## src/rtl/ex_muldiv_unit_pkg.sv

```systemverilog
// Shared definitions for the EX-stage iterative multiply/divide unit:
// operation encodings, FSM states and default datapath sizing.
package ex_muldiv_unit_pkg;

    localparam int unsigned MD_WIDTH = 16;
    localparam int unsigned MD_CNT_W = $clog2(MD_WIDTH);

    typedef enum logic [1:0] {
        OP_MULL = 2'b00,
        OP_MULH = 2'b01,
        OP_DIVQ = 2'b10,
        OP_DIVR = 2'b11
    } op_e;

    typedef enum logic [1:0] {
        IDLE = 2'b00,
        CALC = 2'b01,
        DONE = 2'b10
    } state_e;

endpackage

```

## src/rtl/muldiv_iter_step.sv

```systemverilog
// One combinational iteration of the unsigned multiply/divide datapath:
// LSB-first shift-add for MUL, restoring shift-subtract for DIV.
module muldiv_iter_step #(
    parameter int unsigned WIDTH = 16
) (
    input  logic             is_div,
    input  logic [WIDTH-1:0] acc_hi,
    input  logic [WIDTH-1:0] acc_lo,
    input  logic [WIDTH-1:0] operand,
    output logic [WIDTH-1:0] nxt_hi,
    output logic [WIDTH-1:0] nxt_lo
);

    logic [WIDTH:0]   add_sum;
    logic [WIDTH:0]   add_sel;
    logic [WIDTH:0]   shifted;
    logic [WIDTH+1:0] diff;

    always_comb begin
        add_sum = {1'b0, acc_hi} + {1'b0, operand};
        add_sel = acc_lo[0] ? add_sum : {1'b0, acc_hi};
        shifted = {acc_hi, acc_lo[WIDTH-1]};
        // Extra bit keeps the borrow distinct from a 17-bit partial remainder,
        // which occurs when the divisor is zero.
        diff    = {1'b0, shifted} - {2'b00, operand};
        nxt_hi  = '0;
        nxt_lo  = '0;
        if (is_div) begin
            if (diff[WIDTH+1]) begin
                nxt_hi = shifted[WIDTH-1:0];
                nxt_lo = {acc_lo[WIDTH-2:0], 1'b0};
            end else begin
                nxt_hi = diff[WIDTH-1:0];
                nxt_lo = {acc_lo[WIDTH-2:0], 1'b1};
            end
        end else begin
            nxt_hi = add_sel[WIDTH:1];
            nxt_lo = {add_sel[0], acc_lo[WIDTH-1:1]};
        end
    end

endmodule

```

## src/rtl/ex_muldiv_unit.sv

```systemverilog
// EX-stage iterative 16-bit multiply/divide unit: sign handling, iteration
// control, pipeline stall request and registered result.
module ex_muldiv_unit
    import ex_muldiv_unit_pkg::*;
#(
    parameter int unsigned WIDTH = MD_WIDTH,
    parameter int unsigned REG_W = 3
) (
    input  logic             CLK,
    input  logic             RST,
    input  logic             Start,
    input  logic             Flush,
    input  logic [1:0]       Op,
    input  logic             Signed,
    input  logic [WIDTH-1:0] A_In,
    input  logic [WIDTH-1:0] B_In,
    input  logic [REG_W-1:0] Rd_In,
    output logic             Stall_Req,
    output logic             Busy,
    output logic             Done,
    output logic [WIDTH-1:0] Result_Out,
    output logic [REG_W-1:0] Rd_Out,
    output logic             DivZero
);

    localparam int unsigned CNT_W = $clog2(WIDTH);

    state_e             state_q, state_d;
    logic [CNT_W-1:0]   cnt_q, cnt_d;
    op_e                op_q, op_d;
    logic               neg_q, neg_d;
    logic               dz_pend_q, dz_pend_d;
    logic [REG_W-1:0]   rd_pend_q, rd_pend_d;
    logic [WIDTH-1:0]   acc_hi_q, acc_hi_d;
    logic [WIDTH-1:0]   acc_lo_q, acc_lo_d;
    logic [WIDTH-1:0]   opnd_q, opnd_d;
    logic               busy_q, busy_d;
    logic               done_q, done_d;
    logic [WIDTH-1:0]   result_q, result_d;
    logic [REG_W-1:0]   rd_q, rd_d;
    logic               divzero_q, divzero_d;

    logic [WIDTH-1:0]   step_hi, step_lo;
    logic               a_neg, b_neg;
    logic [WIDTH-1:0]   a_mag, b_mag;
    logic [2*WIDTH-1:0] prod_mag, prod_fix;
    logic [WIDTH-1:0]   quot_fix, rem_fix, final_res;

    muldiv_iter_step #(
        .WIDTH (WIDTH)
    ) u_step (
        .is_div  (op_q[1]),
        .acc_hi  (acc_hi_q),
        .acc_lo  (acc_lo_q),
        .operand (opnd_q),
        .nxt_hi  (step_hi),
        .nxt_lo  (step_lo)
    );

    always_comb begin
        a_neg = Signed & A_In[WIDTH-1];
        b_neg = Signed & B_In[WIDTH-1];
        a_mag = a_neg ? -A_In : A_In;
        b_mag = b_neg ? -B_In : B_In;
    end

    // Result selection uses the final iteration's output so it registers on E16.
    always_comb begin
        prod_mag = {step_hi, step_lo};
        prod_fix = neg_q ? -prod_mag : prod_mag;
        quot_fix = neg_q ? -step_lo : step_lo;
        rem_fix  = neg_q ? -step_hi : step_hi;
        case (op_q)
            OP_MULL: final_res = prod_fix[WIDTH-1:0];
            OP_MULH: final_res = prod_fix[2*WIDTH-1:WIDTH];
            OP_DIVQ: final_res = dz_pend_q ? '1 : quot_fix;
            default: final_res = rem_fix;
        endcase
    end

    always_comb begin
        state_d   = state_q;
        cnt_d     = cnt_q;
        op_d      = op_q;
        neg_d     = neg_q;
        dz_pend_d = dz_pend_q;
        rd_pend_d = rd_pend_q;
        acc_hi_d  = acc_hi_q;
        acc_lo_d  = acc_lo_q;
        opnd_d    = opnd_q;
        done_d    = 1'b0;
        result_d  = result_q;
        rd_d      = rd_q;
        divzero_d = divzero_q;
        case (state_q)
            IDLE: begin
                if (Start && !Flush) begin
                    state_d   = CALC;
                    cnt_d     = '0;
                    op_d      = op_e'(Op);
                    neg_d     = (op_e'(Op) == OP_DIVR) ? a_neg : (a_neg ^ b_neg);
                    dz_pend_d = Op[1] && (B_In == '0);
                    rd_pend_d = Rd_In;
                    acc_hi_d  = '0;
                    acc_lo_d  = a_mag;
                    opnd_d    = b_mag;
                end
            end
            CALC: begin
                if (Flush) begin
                    state_d = IDLE;
                end else begin
                    acc_hi_d = step_hi;
                    acc_lo_d = step_lo;
                    cnt_d    = cnt_q + 1'b1;
                    if (cnt_q == CNT_W'(WIDTH - 1)) begin
                        state_d   = DONE;
                        done_d    = 1'b1;
                        result_d  = final_res;
                        rd_d      = rd_pend_q;
                        divzero_d = dz_pend_q;
                    end
                end
            end
            default: state_d = IDLE;
        endcase
        busy_d = (state_d == CALC) || (state_d == DONE);
    end

    always_ff @(posedge CLK or negedge RST) begin
        if (!RST) begin
            state_q   <= IDLE;
            cnt_q     <= '0;
            op_q      <= OP_MULL;
            neg_q     <= 1'b0;
            dz_pend_q <= 1'b0;
            rd_pend_q <= '0;
            acc_hi_q  <= '0;
            acc_lo_q  <= '0;
            opnd_q    <= '0;
            busy_q    <= 1'b0;
            done_q    <= 1'b0;
            result_q  <= '0;
            rd_q      <= '0;
            divzero_q <= 1'b0;
        end else begin
            state_q   <= state_d;
            cnt_q     <= cnt_d;
            op_q      <= op_d;
            neg_q     <= neg_d;
            dz_pend_q <= dz_pend_d;
            rd_pend_q <= rd_pend_d;
            acc_hi_q  <= acc_hi_d;
            acc_lo_q  <= acc_lo_d;
            opnd_q    <= opnd_d;
            busy_q    <= busy_d;
            done_q    <= done_d;
            result_q  <= result_d;
            rd_q      <= rd_d;
            divzero_q <= divzero_d;
        end
    end

    assign Stall_Req  = ((state_q == IDLE) && Start && !Flush) || (state_q == CALC);
    assign Busy       = busy_q;
    assign Done       = done_q;
    assign Result_Out = result_q;
    assign Rd_Out     = rd_q;
    assign DivZero    = divzero_q;

endmodule

```

## config.mk

```make
export PLATFORM = sky130hd
export DESIGN_NAME = ex_muldiv_unit
export DESIGN_NICKNAME = d
export VERILOG_FILES = /design/src/rtl/ex_muldiv_unit_pkg.sv /design/src/rtl/muldiv_iter_step.sv /design/src/rtl/ex_muldiv_unit.sv
export SDC_FILE = /design/constraint.sdc
export NUM_CORES = 1
export LEC_CHECK = 0
export BUFFER_PORTS_ARGS = -buffer_cell sky130_fd_sc_hd__buf_4
export CORE_AREA = 2 2 113 115
export CTS_CLUSTER_DIAMETER = 60
export CTS_CLUSTER_SIZE = 12
export DETAILED_ROUTE_END_ITERATION = 10
export DIE_AREA = 0 0 115 117
export PLACE_DENSITY = 0.93
export REMOVE_ABC_BUFFERS = 1
export SLEW_MARGIN = 40
export SYNTH_ARGS = -nofsm -noshare
export SYNTH_HDL_FRONTEND = slang
export SYNTH_HIERARCHICAL = 1
export SYNTH_SLANG_ARGS = --single-unit
```

## constraint.sdc

```tcl
create_clock -name CLK -period 11.5 [get_ports CLK]
set_clock_uncertainty 0.05 [all_clocks]
set_input_delay 0.575 -clock CLK [delete_from_list [all_inputs] [get_ports CLK]]
set_output_delay 0.575 -clock CLK [all_outputs]
set_load 0.005 [all_outputs]
```

# Yosys cells after proc, flatten, opt, wreduce, memory -nomap -nowiden
# Index checks and enable logic that the tools add are counted.
classes:
  bitwise: 4
  eq_ne: 9
  mux: 29
  addsub: 8
  reduce_logical: 14
ops:
  columns: ["op", "n"]
  rows:
  - ["16-bit 2-to-1 mux", 12]
  - ["16-bit negator", 4]
  - ["16-bit case mux with 2 select lines", 2]
  - ["16-bit case mux with 3 select lines", 1]
  - ["32-bit 2-to-1 mux", 1]
  - ["32-bit negator", 1]
  - ["17-bit by 16-bit subtractor with 18-bit output", 1]
  - ["16-bit by 16-bit adder with 17-bit output", 1]
  - ["17-bit 2-to-1 mux", 1]
  - ["16-bit zero test", 1]
  - ["4-bit 2-to-1 mux", 2]
  - ["4-bit case mux with 2 select lines", 1]
  - ["2-bit by 1-bit equality test with 1-bit output (second input constant)", 3]
  - ["2-bit equality test (second input constant)", 3]
  - ["2-bit 2-to-1 mux", 3]
  - ["3-bit AND reduction", 2]
  - ["1-bit 2-to-1 mux", 5]
  - ["4-bit by 1-bit adder with 4-bit output (second input constant)", 1]
  - ["4-bit equality test (second input constant)", 1]
  - ["1-bit logical AND", 4]
  - ["2-bit zero test", 2]
  - ["2-bit inequality test (second input constant)", 2]
  - ["2-bit case mux with 2 select lines", 1]
  - ["1-bit AND", 2]
  - ["6 further kinds", 7]
totals:
  input_bits: 42
  reg_bits: 83

# Depth between registers and ports, before layout
# Gate-level depths: netlist (run 1).
depth:
  depth_word: 7
  mapped_depth: 19
  mapped_depth_nobuf: 17

# Hierarchy
# Netlist (run 1), hierarchy kept.
by_module_without_submodules:
  columns: ["mod", "instances", "seq_area_each_um2", "area_per_inst_um2", "cells_per_inst"]
  rows:
  - ["ex_muldiv_unit", 1, 2077.0, 5241.3, 634]
  - ["muldiv_iter_step", 1, 0.0, 2314.7, 326]

# Worst setup path after synthesis (run 1)
# Ideal clock, no wire load.
synth_timing:
  path_type: "register to register"
  startpoint: "register opnd_q[1]"
  endpoint: "register result_q[14] (netlist: Result_Out[14])"
  required_ns: 11.316
  period_less_slack_ns: 3.931
  path_slack_ns: 7.569
  stages_incl_launch_ff: 17
  arrival_ns: 3.747
  setup_time_ns: 0.134
  n_path_buf: 1
  cell_sequence: "dfrtp_1 inv_1 ha_1 nor2b_1 o31a_1 o21ai_1 o211ai_4 buf_6 mux2_2 inv_1 ha_1 or3b_4 nor4_4 nor3_1 or3b_1 a221oi_2 a31oi_1"
synth_between:
  elab_chain_len: 7
  word_cells_on_any_way: 15
synth_lines:
  columns: ["element", "line_no", "text"]
  rows:
  - ["from (decl)", "ex_muldiv_unit.sv:36", "logic [WIDTH-1:0] opnd_q, opnd_d;"]
  - ["from (signal assigned)", "ex_muldiv_unit.sv:155", "opnd_q <= opnd_d;"]
  - ["17-bit by 16-bit subtractor with 18-bit output *", "muldiv_iter_step.sv:25", "diff = {1'b0, shifted} - {2'b00, operand};"]
  - ["1-bit 2-to-1 mux *", "muldiv_iter_step.sv:29", "if (diff[WIDTH+1]) begin"]
  - ["16-bit 2-to-1 mux *", "muldiv_iter_step.sv:28", "if (is_div) begin"]
  - ["named net step_lo[0]", "ex_muldiv_unit.sv:43", "logic [WIDTH-1:0] step_hi, step_lo;"]
  - ["16-bit negator", "ex_muldiv_unit.sv:71", "quot_fix = neg_q ? -step_lo : step_lo;"]
  - ["16-bit 2-to-1 mux", "ex_muldiv_unit.sv:71", null]
  - ["16-bit 2-to-1 mux", "ex_muldiv_unit.sv:76", "OP_DIVQ: final_res = dz_pend_q ? '1 : quot_fix;"]
  - ["16-bit case mux with 3 select lines *", "ex_muldiv_unit.sv:73", "case (op_q)"]
  - ["to (signal assigned)", "ex_muldiv_unit.sv:158", "result_q <= result_d;"]
  - ["to (decl)", "ex_muldiv_unit.sv:39", "logic [WIDTH-1:0] result_q, result_d;"]
# Mark *: on every way through the listed nets, which the timed path passes. The rest lies on a longest branch.
# A chain may end at the register's enable or synchronous reset.

# Final worst setup path (run 1)
layout_timing:
  startpoint: "register opnd_q[1]"
  endpoint: "register result_q[14] (netlist: Result_Out[14])"
layout_between:
  word_cells_on_any_way: 15
layout_rtl:
  columns: ["element", "line_no"]
  rows:
  - ["17-bit by 16-bit subtractor with 18-bit output / 16-bit by 16-bit adder with 17-bit output (equally long branches)", "muldiv_iter_step.sv:25, muldiv_iter_step.sv:20"]
  - ["16-bit 2-to-1 mux / 17-bit 2-to-1 mux (equally long branches)", "muldiv_iter_step.sv:29, muldiv_iter_step.sv:21"]
  - ["16-bit 2-to-1 mux *", "muldiv_iter_step.sv:28"]
  - ["named net step_hi[1]", "ex_muldiv_unit.sv:43"]
  - ["32-bit negator / 16-bit negator (equally long branches)", "ex_muldiv_unit.sv:70, ex_muldiv_unit.sv:72"]
  - ["32-bit 2-to-1 mux / 16-bit 2-to-1 mux (equally long branches)", "ex_muldiv_unit.sv:70, ex_muldiv_unit.sv:72"]
  - ["16-bit case mux with 3 select lines *", "ex_muldiv_unit.sv:73"]
# Marked as above.

==> flow_metrics.tcl, run 1 <==
set metrics [dict create \
    status "finished clean" \
    die_w_um 115 \
    nFillCells 985 \
    finalMaxSlewViolations 0 \
    ys_types 81 \
    drc 0 \
    area_growth_pct 11.2 \
    yosysSeqAreaShare_pct 27.5 \
    fmax_ghz 0.209 \
    grtUsageTotal_pct 32.3 \
    grt_pass1_wl_um 34500 \
    crit_path_end_kind "register" \
    multi_input_area_um2 5100 \
    cts_tree "built" \
    clock-root-buffer "clkbuf_16" \
    drtPass1Iterations 8 \
    die_area_um2 13500 \
    cp.arrival_ps 4930 \
    io_pins 65 \
    cts_setup_buffers 0 \
    start_kind "register" \
    yosys.area.top_type_share_pct 27.5 \
    crit_fanout 28 \
    syn_area_um2 7560 \
    drv_cap 0 \
    slew_headroom_pct 40.8 \
    portBuffers 64 \
    use_met3_pct 4.69 \
    diodes 0 \
    ant_nets 0 \
    synthTopCellsByCount "nand2_1, o21ai_0, dfrtp_1" \
    htree_levels 3 \
    met1_usage_pct 44.3 \
    ir_worst_vdd_uv 110 \
    vias 7628 \
    synth_enable_flop_cells 0 \
    grt_max_degree 82 \
    initial_core_util_pct 61.4 \
    grt_util_met2_pct 50.5 \
    synth_warnings 6 \
    core-area_um2 12300 \
    ctsResizeCount 0 \
    synthCells 960 \
    synth_most_common_cell "nand2_1" \
    die_h_um 117 \
    clk_pin_slew_worst_paths_ps 60 \
    drive_gt1_share_pct 13.8 \
    required_ps 11640 \
    cts.sink_count 83 \
    finalPower_mw 1.92 \
    hp-class "input pin to register" \
    grt_pass1_vias 6971 \
    wl_per_cell_um 18.3 \
    ys_seq_elements 83 \
    synthFlopType "dfrtp_1" \
    via_per_inst 6.63 \
    synth_area_leaders "dfrtp_1, nand2_1, o21ai_0, xnor2_1, ha_1" \
    top_usage_layer "met2" \
    syn_avg_cell_area_um2 7.87 \
    grt.overflow.total 0 \
    num_rows 41 \
    wirelength_um 21100 \
    async_flop_share_pct 100 \
    tightestPinTransition_ps 888 \
    layout_min_cycle_time_ps 4790 \
    p_leak_nw 3.66 \
    path_buf_inv 2 \
    fin_setup_tns_ps 0 \
    slowest_delay_ps 700 \
    cts_buffers 9 \
    routabilityCongestion 1.01 \
    clock_latency_ps 360 \
    hold_viol_final 0 \
    crit_family "compound AO/OA/AOI/OAI gates" \
    antenna_found_initial 0 \
    fin_crit_sh_pct 41.6 \
    slowest_stage "o211ai_4" \
    place.detailed.hpwl_um 15100 \
    crit_type "register to register" \
    setup_viol_count_final 0 \
    final_nets 1077 \
    cp_cell_sequence "inv_1, ha_1, nor2b_1, o31a_1, o21ai_1, o211ai_4, nand2_1, o211ai_1, o21ai_0, inv_1, ha_1, nor3b_2, nand4_1, o21ai_0, xnor2_1, a221oi_2, a31oi_1" \
    cts.path.max_buffers 2 \
    drt_iter0_markers 929 \
    seq_area_um2 2080 \
    p_per_area_nw_per_um2 229 \
    yosysTopAreaCell "dfrtp_1" \
    grt_setup_unrepaired "false" \
]
## layer usage
layer	wire, µm	up-vias
met1	8790	3622
met5	0	-
met2	9690	405
met4	789	0
met3	1810	59
li1	-	3542
## placed cells by master (no fill, tap or decap), drive strengths merged, types with 18 or more instances in the layout
cell type  instances
buf               72
dfrtp             83
nor2              72
xnor2             53
ha                37
o21ai            108
a21oi             75
or3               18
nand2            143
inv               41
xor2              25
nand3             18
nor3              23
## worst register-to-register path: cells and delay by family, from the launching register on
| kind | cells | cell delay, ps |
|---|---|---|
| flops | 1 | 450 |
| compound gates | 8 | 2260 |
| fa+ha+maj | 2 | 500 |
| simple gates | 4 | 1000 |
| xor+xnor | 1 | 120 |
| buf+inv | 2 | 250 |
## final timing paths
kind / start / endpoint / slack, ps / cells past startpoint
setup reg to reg: opnd_q[1]$_DFFE_PN0P_ / Result_Out[14]$_DFFE_PN0P_ / 6710 / 17
max in group asynchronous: RST / acc_lo_q[0]$_DFFE_PN0P_ / 9960 / 3
setup / recovery: opnd_q[1]$_DFFE_PN0P_ / Result_Out[14]$_DFFE_PN0P_ / 6710 / 17
hold reg to reg: rd_pend_q[0]$_DFFE_PN0P_ / Rd_Out[0]$_DFFE_PN0P_ / 420 / 2
hold / removal: Rd_In[2] / rd_pend_q[2]$_DFFE_PN0P_ / 360 / 3
min in group asynchronous: RST / Rd_Out[2]$_DFFE_PN0P_ / 500 / 2
## final cells by class
class | instances | share of cell area [%]
multi-input combinational | 787 | 60.7
inverter | 42 | 1.88
sequential | 83 | 24.7
clock buffer | 9 | 2.68
timing repair buffer | 73 | 6.60
clock inverter | 7 | 1.21
tap | 150 | 2.23
## flip-flops by register name, indices dropped and copies added (netlist names)
register / cells
Rd_Out: 3
dz_pend_q: 1
op_q: 2
Busy: 1
Done: 1
neg_q: 1
Result_Out: 16
cnt_q: 4
opnd_q: 16
acc_lo_q: 16
DivZero: 1
acc_hi_q: 16
state_q: 2
rd_pend_q: 3
## logic make-up after synthesis
logic type | count (synthesis) | synth area share [%]
and+or+nand+nor | 336 | 21.7
xor gates and xnor gates | 78 | 9.04
muxes | 27 | 3.84
adders and majority gates | 39 | 6.66
DFF | 83 | 27.5
buffers and inverters | 90 | 5.33
AOI/OAI and AO/OA | 307 | 26.0
## stage by stage
stage	cell area [µm²]	setup slack (ps)	hold slack, ps	instances	utilization, %
5_1_grt	8400	6380	393	1151	68.3
3_3_place_gp	8050	6920	312	1134	65.3
3_5_place_dp	8050	6810	318	1134	65.4
2_1_floorplan	7310	7530	229	912	-
6_report	8400	6710	360	1151	68.3
4_1_cts	8390	6770	356	1151	68.1
## power breakdown
part	total [mW]	internal (mW)	leakage (nW)	switching [mW]
Combinational	1.18	0.453	2.45	0.730
Sequential	0.420	0.348	1.05	0.0723
Clock	0.320	0.192	0.158	0.128
Total	1.92	0.993	3.66	0.931
## repair_timing
item	CTS	global route
setup endpoints to repair	0	0
hold endpoints to repair	2	0
hold buffers	1	0
(Power assumes the default switching activity.)
==> inputs of run 2 (changes only) <==
- CORE_AREA: 2 2 113 115 -> 2 2 114 116
- DIE_AREA: 0 0 115 117 -> 0 0 116 118
- PLACE_DENSITY: 0.93 -> 0.92
- clock period: 11.5 -> 4.8 ns (I/O delays scaled with it)
==> flow_metrics.tcl, run 2 (same netlist as run 1, synthesis figures left out) <==
set metrics [dict create \
    setup_viol_count_final 0 \
    antenna_found_initial 0 \
    diodes 0 \
    stdcell_count 1185 \
    grt.overflow.total 0 \
    fin_crit_sh_pct 91.7 \
    final_util_pct 68.5 \
    cts.sink_count 83 \
    final_area_um2 8500 \
    portBuffers 64 \
    drtPass1Iterations 6 \
    ant_nets 0 \
    p_leak_nw 3.72 \
    crit_path_end_kind "register" \
    wirelength_um 22100 \
    routabilityCongestion 1.03 \
    vias 7770 \
    io_pins 65 \
    final_nets 1089 \
    drc 0 \
    p_per_area_nw_per_um2 551 \
    die_area_um2 13700 \
    drv_cap 0 \
    via_per_inst 6.56 \
    tightestPinTransition_ps 829 \
    initial_core_util_pct 60.9 \
    required_ps 4940 \
    num_rows 41 \
    place.detailed.hpwl_um 15800 \
    cp.arrival_ps 4550 \
    crit_fanout 6 \
    hold_slack_ps 20.6 \
    placed_area_um2 8150 \
    ctsResizeCount 0 \
    slew_headroom_pct 44.7 \
    status "finished clean" \
    hp-class "input pin to register" \
    die_h_um 118 \
    grt_setup_unrepaired "false" \
    htree_levels 3 \
    drive_gt1_share_pct 14.6 \
    ir_worst_vdd_uv 293 \
    start_kind "register" \
    cts_buffers 9 \
    nFillCells 998 \
    cts.path.max_buffers 2 \
    cts_tree "built" \
    core-area_um2 12400 \
    clock-root-buffer "clkbuf_16" \
    fmax_ghz 0.227 \
    final_cell_mix "nand2_1, o21ai_0, buf_4" \
    crit_type "register to register" \
    clk_pin_slew_worst_paths_ps 60 \
    fin_setup_tns_ps 0 \
    area_growth_pct 12.5 \
    die_w_um 116 \
    dpl.cell_count 1165 \
    finalMaxSlewViolations 0 \
    drt_iter0_markers 1016 \
    grt_pass1_vias 7454 \
    wl_per_cell_um 18.7 \
    clock_latency_ps 360 \
    grt_max_degree 54 \
    grt_pass1_wl_um 36100 \
    hold_viol_final 0 \
    grtUsageTotal_pct 33.1 \
    layout_min_cycle_time_ps 4400 \
    final_common_cell "nand2_1" \
]
[run 2: critical path: stages, from the launching register on]
cell	delay (ps)
dfrtp_1	450
ha_1	280
fa_1	420
a21o_1	230
a221oi_2	340
a31oi_1	190
a21oi_1	310
xnor2_1	110
a211oi_1	330
a21oi_1	110
nor2_1	260
nand4_1	290
o41ai_2	380
xnor2_1	110
a221oi_1	280
a21oi_1	120
[run 2: repair_timing]
action,4_1_cts,5_1_grt
setup buffers,0,1
hold endpoints to repair,35,0
endpoints found under the setup margin,0,3
hold buffers,1,0
[run 2: cell type report]
class	count	area, µm²	share of cell area [%]
Clock buffer	12	256	3.02
Multi-Input combinational cell	788	5110	60.2
Clock inverter	4	23.8	0.280
Timing Repair Buffer	84	653	7.68
Inverter	42	158	1.85
Sequential cell	83	2080	24.5
Tap cell	172	215	2.53
[run 2: through the flow]
stage	power (mW)	worst slack, ps
6_report	4.68	397
5_1_grt	4.97	90.0
4_1_cts	4.53	268
3_5_place_dp	3.84	296
3_3_place_gp	3.75	564
2_1_floorplan	3.04	827
[run 2: path summary, 6_finish.rpt]
path | start | endpoint | slack (ps) | cells after the start
hold reg to reg | rd_pend_q[0]$_DFFE_PN0P_ | Rd_Out[0]$_DFFE_PN0P_ | 420 | 2
hold / removal | Rd_In[0] | rd_pend_q[0]$_DFFE_PN0P_ | 20 | 3
min in group asynchronous | RST | Rd_Out[1]$_DFFE_PN0P_ | 350 | 2
setup reg to reg | acc_hi_q[0]$_DFFE_PN0P_ | Result_Out[13]$_DFFE_PN0P_ | 400 | 15
setup / recovery | acc_hi_q[0]$_DFFE_PN0P_ | Result_Out[13]$_DFFE_PN0P_ | 400 | 15
max in group asynchronous | RST | acc_lo_q[0]$_DFFE_PN0P_ | 3310 | 3
[run 2: per-layer routing]
metal  vias up  wire length (µm)  track usage (%)  share of wire (%)
li1       3575                 -                -                  -
met1      3607              8720             43.4                 39
met2       478             10100             50.7                 46
met3       110              2070             6.75                9.3
met4         0              1230             18.8                5.6
met5         -                 0                0                  0
[run 2: power breakdown]
part	switching [mW]	internal, mW	leakage [nW]
Clock	0.294	0.378	0.143
Sequential	0.197	0.833	1.05
Combinational	1.80	1.18	2.52
